**src/rtl/serial_adder.sv**
```systemverilog
// Digit-serial adder/subtractor: processes DIGIT bits per clock, LSB slice first,
// with carry, no-borrow and two's-complement overflow flags and a one-cycle done pulse.
module serial_adder #(
    parameter int unsigned WIDTH = 8,
    parameter int unsigned DIGIT = 1
) (
    input  logic             clk,
    input  logic             rst_n,
    input  logic             start,
    input  logic [WIDTH-1:0] a,
    input  logic [WIDTH-1:0] b,
    input  logic             c_in,
    input  logic             sub,
    output logic             ready,
    output logic [WIDTH-1:0] s,
    output logic             c_out,
    output logic             ovf,
    output logic             done
);

    localparam int unsigned N    = WIDTH / DIGIT;
    localparam int unsigned CntW = (N > 1) ? $clog2(N) : 1;

    typedef enum logic [1:0] {StIdle, StRun, StDone} state_e;

    state_e            state_q, state_d;
    logic [WIDTH-1:0]  a_q, a_d, b_q, b_d, s_q, s_d;
    logic              carry_q, carry_d, c_out_q, c_out_d, ovf_q, ovf_d;
    logic [CntW-1:0]   cnt_q, cnt_d;

    logic [DIGIT:0]       slice_sum;
    logic                 msb_carry_in;
    logic                 last_slice;
    logic [WIDTH+DIGIT-1:0] s_shift;

    assign slice_sum = {1'b0, a_q[DIGIT-1:0]} + {1'b0, b_q[DIGIT-1:0]}
                     + {{DIGIT{1'b0}}, carry_q};
    // Carry into the slice MSB recovered from the sum bit and its two addend bits.
    assign msb_carry_in = slice_sum[DIGIT-1] ^ a_q[DIGIT-1] ^ b_q[DIGIT-1];
    assign last_slice   = (cnt_q == CntW'(N - 1));
    assign s_shift      = {slice_sum[DIGIT-1:0], s_q};

    always_comb begin
        state_d = state_q;
        a_d     = a_q;
        b_d     = b_q;
        s_d     = s_q;
        carry_d = carry_q;
        c_out_d = c_out_q;
        ovf_d   = ovf_q;
        cnt_d   = cnt_q;
        unique case (state_q)
            StIdle: begin
                if (start) begin
                    state_d = StRun;
                    a_d     = a;
                    b_d     = b ^ {WIDTH{sub}};
                    carry_d = c_in ^ sub;
                    cnt_d   = '0;
                end
            end
            StRun: begin
                // Operands shift right so the active slice always sits at bit 0.
                a_d     = a_q >> DIGIT;
                b_d     = b_q >> DIGIT;
                s_d     = s_shift[WIDTH+DIGIT-1:DIGIT];
                carry_d = slice_sum[DIGIT];
                cnt_d   = cnt_q + 1'b1;
                if (last_slice) begin
                    state_d = StDone;
                    c_out_d = slice_sum[DIGIT];
                    ovf_d   = msb_carry_in ^ slice_sum[DIGIT];
                    cnt_d   = '0;
                end
            end
            StDone: state_d = StIdle;
            default: state_d = StIdle;
        endcase
    end

    always_ff @(posedge clk or negedge rst_n) begin
        if (!rst_n) begin
            state_q <= StIdle;
            a_q     <= '0;
            b_q     <= '0;
            s_q     <= '0;
            carry_q <= 1'b0;
            c_out_q <= 1'b0;
            ovf_q   <= 1'b0;
            cnt_q   <= '0;
        end else begin
            state_q <= state_d;
            a_q     <= a_d;
            b_q     <= b_d;
            s_q     <= s_d;
            carry_q <= carry_d;
            c_out_q <= c_out_d;
            ovf_q   <= ovf_d;
            cnt_q   <= cnt_d;
        end
    end

    assign ready = (state_q == StIdle);
    assign done  = (state_q == StDone);
    assign s     = s_q;
    assign c_out = c_out_q;
    assign ovf   = ovf_q;

endmodule
```
**config.mk**
```make
export PLATFORM = sky130hd
export DESIGN_NAME = serial_adder
export DESIGN_NICKNAME = d
export VERILOG_FILES = /design/src/rtl/serial_adder.sv
export SDC_FILE = /design/constraint.sdc
export NUM_CORES = 1
export LEC_CHECK = 0
export BUFFER_PORTS_ARGS = -buffer_cell sky130_fd_sc_hd__buf_2
export CORE_MARGIN = 5
export CORE_UTILIZATION = 25
export DETAILED_ROUTE_END_ITERATION = 16
export SYNTH_ARGS = -nofsm -noshare
export SYNTH_HDL_FRONTEND = slang
export SYNTH_SLANG_ARGS = --single-unit
```
**constraint.sdc**
```tcl
create_clock -name clk -period 3 [get_ports clk]
set_input_delay 0.3 -clock clk [delete_from_list [all_inputs] [get_ports clk]]
set_output_delay 0.3 -clock clk [all_outputs]
set_load 0.005 [all_outputs]
```
# Word level (Yosys, flattened, before mapping)
# Index checks and enable logic that the tools add are counted.
word_totals:
  reg_bits: 32
  latch_bits: 0
  ram_bits: 0
  rom_bits: 0
  input_bits: 21
  output_inout_bits: 12
  word_cells: 38
  n_memories: 0
op_classes:
  add_sub_neg: 3
  n_mul: 0
  n_div: 0
  magnitude_cmp: 0
  eq_ne: 5
  n_shift: 0
  muxes: 12
  bitwise: 5
  reduce_logical: 5
ops:
  columns: ["operator", "count"]
  rows:
  - ["8-bit case mux with 2 select lines", 2]
  - ["8-bit two-way mux", 2]
  - ["8-bit XOR", 1]
  - ["3-bit two-way mux", 2]
  - ["3-bit case mux with 2 select lines", 1]
  - ["2-bit AND reduction", 3]
  - ["2-bit two-way mux", 2]
  - ["2-bit inequality test (second input constant)", 2]
  - ["2-bit case mux with 2 select lines", 1]
  - ["1-bit XOR", 4]
  - ["3-bit by 1-bit adder with 3-bit output (second input constant)", 1]
  - ["3-bit equality test (second input constant)", 1]
  - ["1-bit by 1-bit adder with 2-bit output", 1]
  - ["2-bit by 1-bit adder with 2-bit output", 1]
  - ["2-bit by 1-bit equality test with 1-bit output (second input constant)", 1]
  - ["2-bit equality test (second input constant)", 1]
  - ["2-bit logical NOT", 1]
  - ["1-bit case mux with 2 select lines", 1]
  - ["2-bit nonzero test", 1]
  - ["1-bit two-way mux", 1]

# Longest topological paths before layout
logic_depth:
  depth_word: 5
  depth_mapped: 5
  mapped_depth_nobuf: 5

# Worst setup path before layout
# OpenSTA, ideal clock, no wires.
synth_path:
  path_kind: "register to register"
  startpoint: "register a_q[0]"
  endpoint: "register ovf_q, in the netlist ovf"
  setup_time_ps: 128
  t_arrival_ps: 1292
  required_ps: 2872
  setup_slack_ps: 1579
  stages_incl_launch_ff: 5
  path_buffers: 0
  cell_sequence: "dfrtp_1 > fa_1 > xnor2_1 > xnor2_1 > o21ai_0"
synth_via:
  elab_chain_cells: 5
synth_lines:
  columns: ["item", "line", "text"]
  rows:
  - ["from (decl)", "27", "logic [WIDTH-1:0] a_q, a_d, b_q, b_d, s_q, s_d;"]
  - ["from (signal assigned)", "84", "a_q <= '0;"]
  - ["from (signal assigned)", "93", "a_q <= a_d;"]
  - ["1-bit by 1-bit adder with 2-bit output", "36", "assign slice_sum = {1'b0, a_q[DIGIT-1:0]} + {1'b0, b_q[DIGIT-1:0]}"]
  - ["2-bit by 1-bit adder with 2-bit output", "37", "+ {{DIGIT{1'b0}}, carry_q};"]
  - ["via slice_sum[0]", "31", "logic [DIGIT:0] slice_sum;"]
  - ["1-bit XOR (2 in series)", "39", "assign msb_carry_in = slice_sum[DIGIT-1] ^ a_q[DIGIT-1] ^ b_q[DIGIT-1];"]
  - ["1-bit XOR", "72", "ovf_d = msb_carry_in ^ slice_sum[DIGIT];"]
  - ["to (signal assigned)", "98", "ovf_q <= ovf_d;"]
  - ["to (decl)", "28", "logic carry_q, carry_d, c_out_q, c_out_d, ovf_q, ovf_d;"]
# The timed path passes the listed nets, and every way through them passes these cells.
# A chain may end at the register's enable or synchronous reset.

# Worst setup path after layout
layout_path:
  startpoint: "register state_q[0]"
  endpoint: "register cnt_q[1]"
layout_via:
  elab_chain_cells: 3
  elab_cells_between_ends: 6
layout_lines:
  columns: ["item", "line", "text"]
  rows:
  - ["from (decl)", "26", "state_e state_q, state_d;"]
  - ["from (signal assigned)", "83", "state_q <= StIdle;"]
  - ["from (signal assigned)", "92", "state_q <= state_d;"]
  - ["2-bit by 1-bit equality test with 1-bit output or 2-bit logical NOT (tied branches)", "52", "unique case (state_q)"]
  - ["2-bit nonzero test (no source line) or 2-bit inequality test (tied branches)", null, null]
  - ["2-bit AND reduction (no source line)", null, null]
  - ["to (signal assigned)", "99", "cnt_q <= cnt_d;"]
  - ["to (decl)", "29", "logic [CntW-1:0] cnt_q, cnt_d;"]
# Several ways; a longest one is shown, not always the timed one.

==> reports/qor.txt <==
post-cts sizing count - 0
Leak - 0.882 nW
Post-DP HPWL - 2120 um
Layout Utilization - 0.305
Die Ht - 88.4 um
first drt pass iteration count - 4
unrepaired setup endpoints after global routing - no
Fin Setup TNS - 0 ps
Tmin final - 1820 ps
clk_lat worst skew - 280 ps
Slowest Stage Delay on Critical Path - 940 ps
CTS Sinks - 32
Max-slew headroom - 0.398
Final period util - 0.608
DR top layer - met4
All-Layer GR Usage - 0.0905
status - completed
Setup Viol. Count Final - 0
layout cells sized above 1 - 0.228
routed len/inst - 12.1 um
Post-Syn Area - 0.00154 mm^2
Data arrival, critical path - 2040 ps
nets@finish - 207
Yosys reg bits - 32
wire length on met2 - 1330 um
Slew @ Worst Pin - 904 ps
CTS root buffer - clkbuf_8
Hold Vio Cnt, Final - 0
post-synthesis cell type count - 27
Seq/Total Area, Yosys - 0.521
Die Area - 0.00781 mm^2
largest buffer count on any clock path - 2
Area Growth Syn to Fin - 18.2%
Worst path top cell family by delay - flip-flops
Placed Cells incl. Taps - 251
Starting Density - 0.258
core area - 0.00596 mm^2
# DRC - 0
Worst EP required - 3210 ps
Max Fclk - 548 MHz
Max Cap Violations - 0
WL met3 - 231 um
CTS Buf Count - 5
CTS Hold Bufs - 0
clock slew at the register clock pins of the worst setup and hold paths - 60 ps
M1 WL - 1560 um
Setup CP Type - flop to flop
fin. max-slew vios - 0
Final Instance Count excl. Fillers - 259
n_diodes - 0
PwrDens - 925 mW/mm^2
sequence of cells on the critical path - nor2b_1 -> a22o_1
Critical Path Slowest Stage Cell - dfrtp_1
startpoint types - flop
CTS tree - done
global route overflow - 0
Ports - 33
drt first-iter violations - 69
initial antenna violation count - 0
WL final - 3140 um
Final Skew - 2.48 ps
Vias - 1128
Synth Instances - 154
syn avg cell area - 9.98 um^2
Die W - 88.4 um
Critical path buffers and inverters - 0
number of core rows - 28
VDD IR max - 310 uV
Synth Flop Type - dfrtp_1
total power - 1.68 mW
I/O Buffers - 32
YS warnings - 0
asr flop ratio synth - 1.00
DR vias/cell - 4.36
gpl congestion - 0.771
global-route wire length before repair - 5390 um
Setup Buffers After CTS - 0
number of synthesized flops with an enable pin - 0
worst-path fanout max - 26
Worst Setup End Kind - flop
worst min path class - input port to asynchronous set/reset pin
vias in the first global route - 1104
largest net degree at the start of global routing - 33
syn_nets - 178
number of routed nets with antenna violations - 0
H-tree levels - 2
## path summary, 6_finish.rpt
path	startpoint	endpoint	slack [ps]	cells past startpoint
min in group clk	a[2]	a_q[2]	300	3
worst min-delay path	rst_n	s[1]	70	1
worst max-delay path	state_q[0]	cnt_q[1]	1180	2
worst max register to register	state_q[0]	cnt_q[1]	1180	2
worst min register to register	s[0]	s[0]	480	2
max in group asynchronous	rst_n	b_q[6]	2470	1
## layout by cell type, fill, tap and decap left out, types with 4 or more instances in the layout
cell type   n
o21ai_0     9
o21ai_1     8
buf_2      32
a22oi_1    14
clkbuf_8    6
xor2_1      9
a21oi_1     4
nand2_1    43
dfrtp_1    32
## stage by stage
step	hold slack [ps]	setup WS, ps	instance area (um^2)
2_1_floorplan	4.41	1580	1540
6_report	73.4	1180	1820
4_1_cts	102	1170	1820
3_3_place_gp	398	1210	1730
3_5_place_dp	404	1190	1730
5_1_grt	133	979	1820
## sequential cells by signal, indices dropped and copies added (netlist names)
signal   count
a_q          8
b_q          8
s            8
cnt_q        3
state_q      2
c_out        1
carry_q      1
ovf          1
## area by class of cell
cell class                 instances  area [um^2]
clock buffer                       8         90.1
multi-input combinational        110          663
timing repair buffer              32          160
inverter                           2         7.51
tap                               75         93.8
fill                             647         4140
sequential                        32          801
## kinds of logic after synthesis
| family | count (synthesis) | share of synthesized area |
|---|---|---|
| XOR/XNOR | 12 | 0.0684 |
| multiplexers | 1 | 0.00733 |
| flip-flops | 32 | 0.521 |
| AND/OR/NAND/NOR | 54 | 0.156 |
| buffers and inverters | 12 | 0.0472 |
| AO/OA/AOI/OAI | 40 | 0.171 |
| adder cells (fa/ha/maj) | 3 | 0.0293 |
## report_power, final
part	switching (mW)	internal (mW)
Combinational	0.285	0.282
Sequential	0.167	0.610
Clock	0.149	0.187
Total	0.601	1.08
## synthesized netlist by cell type, types with 2 or more instances
| cell type | count | area share |
|---|---|---|
| a21oi_1 | 4 | 0.013 |
| a22o_1 | 2 | 0.011 |
| a22oi_1 | 14 | 0.068 |
| and2b_1 | 2 | 0.0098 |
| buf_4 | 5 | 0.024 |
| clkbuf_1 | 3 | 0.0073 |
| dfrtp_1 | 32 | 0.52 |
| ha_1 | 2 | 0.016 |
| inv_1 | 2 | 0.0049 |
| nand2_1 | 43 | 0.11 |
| nor2_1 | 2 | 0.0049 |
| nor2b_1 | 3 | 0.012 |
| o21ai_0 | 9 | 0.029 |
| o21ai_1 | 8 | 0.026 |
| xnor2_1 | 3 | 0.017 |
| xor2_1 | 9 | 0.051 |
## layer usage
layer / vias up / track usage
li1: 578 / -
met1: 516 / 0.124
met2: 30 / 0.127
met3: 4 / 0.0354
met4: 0 / 0.0371
met5: - / 0
No activity file was read; power rests on OpenSTA's default activity.
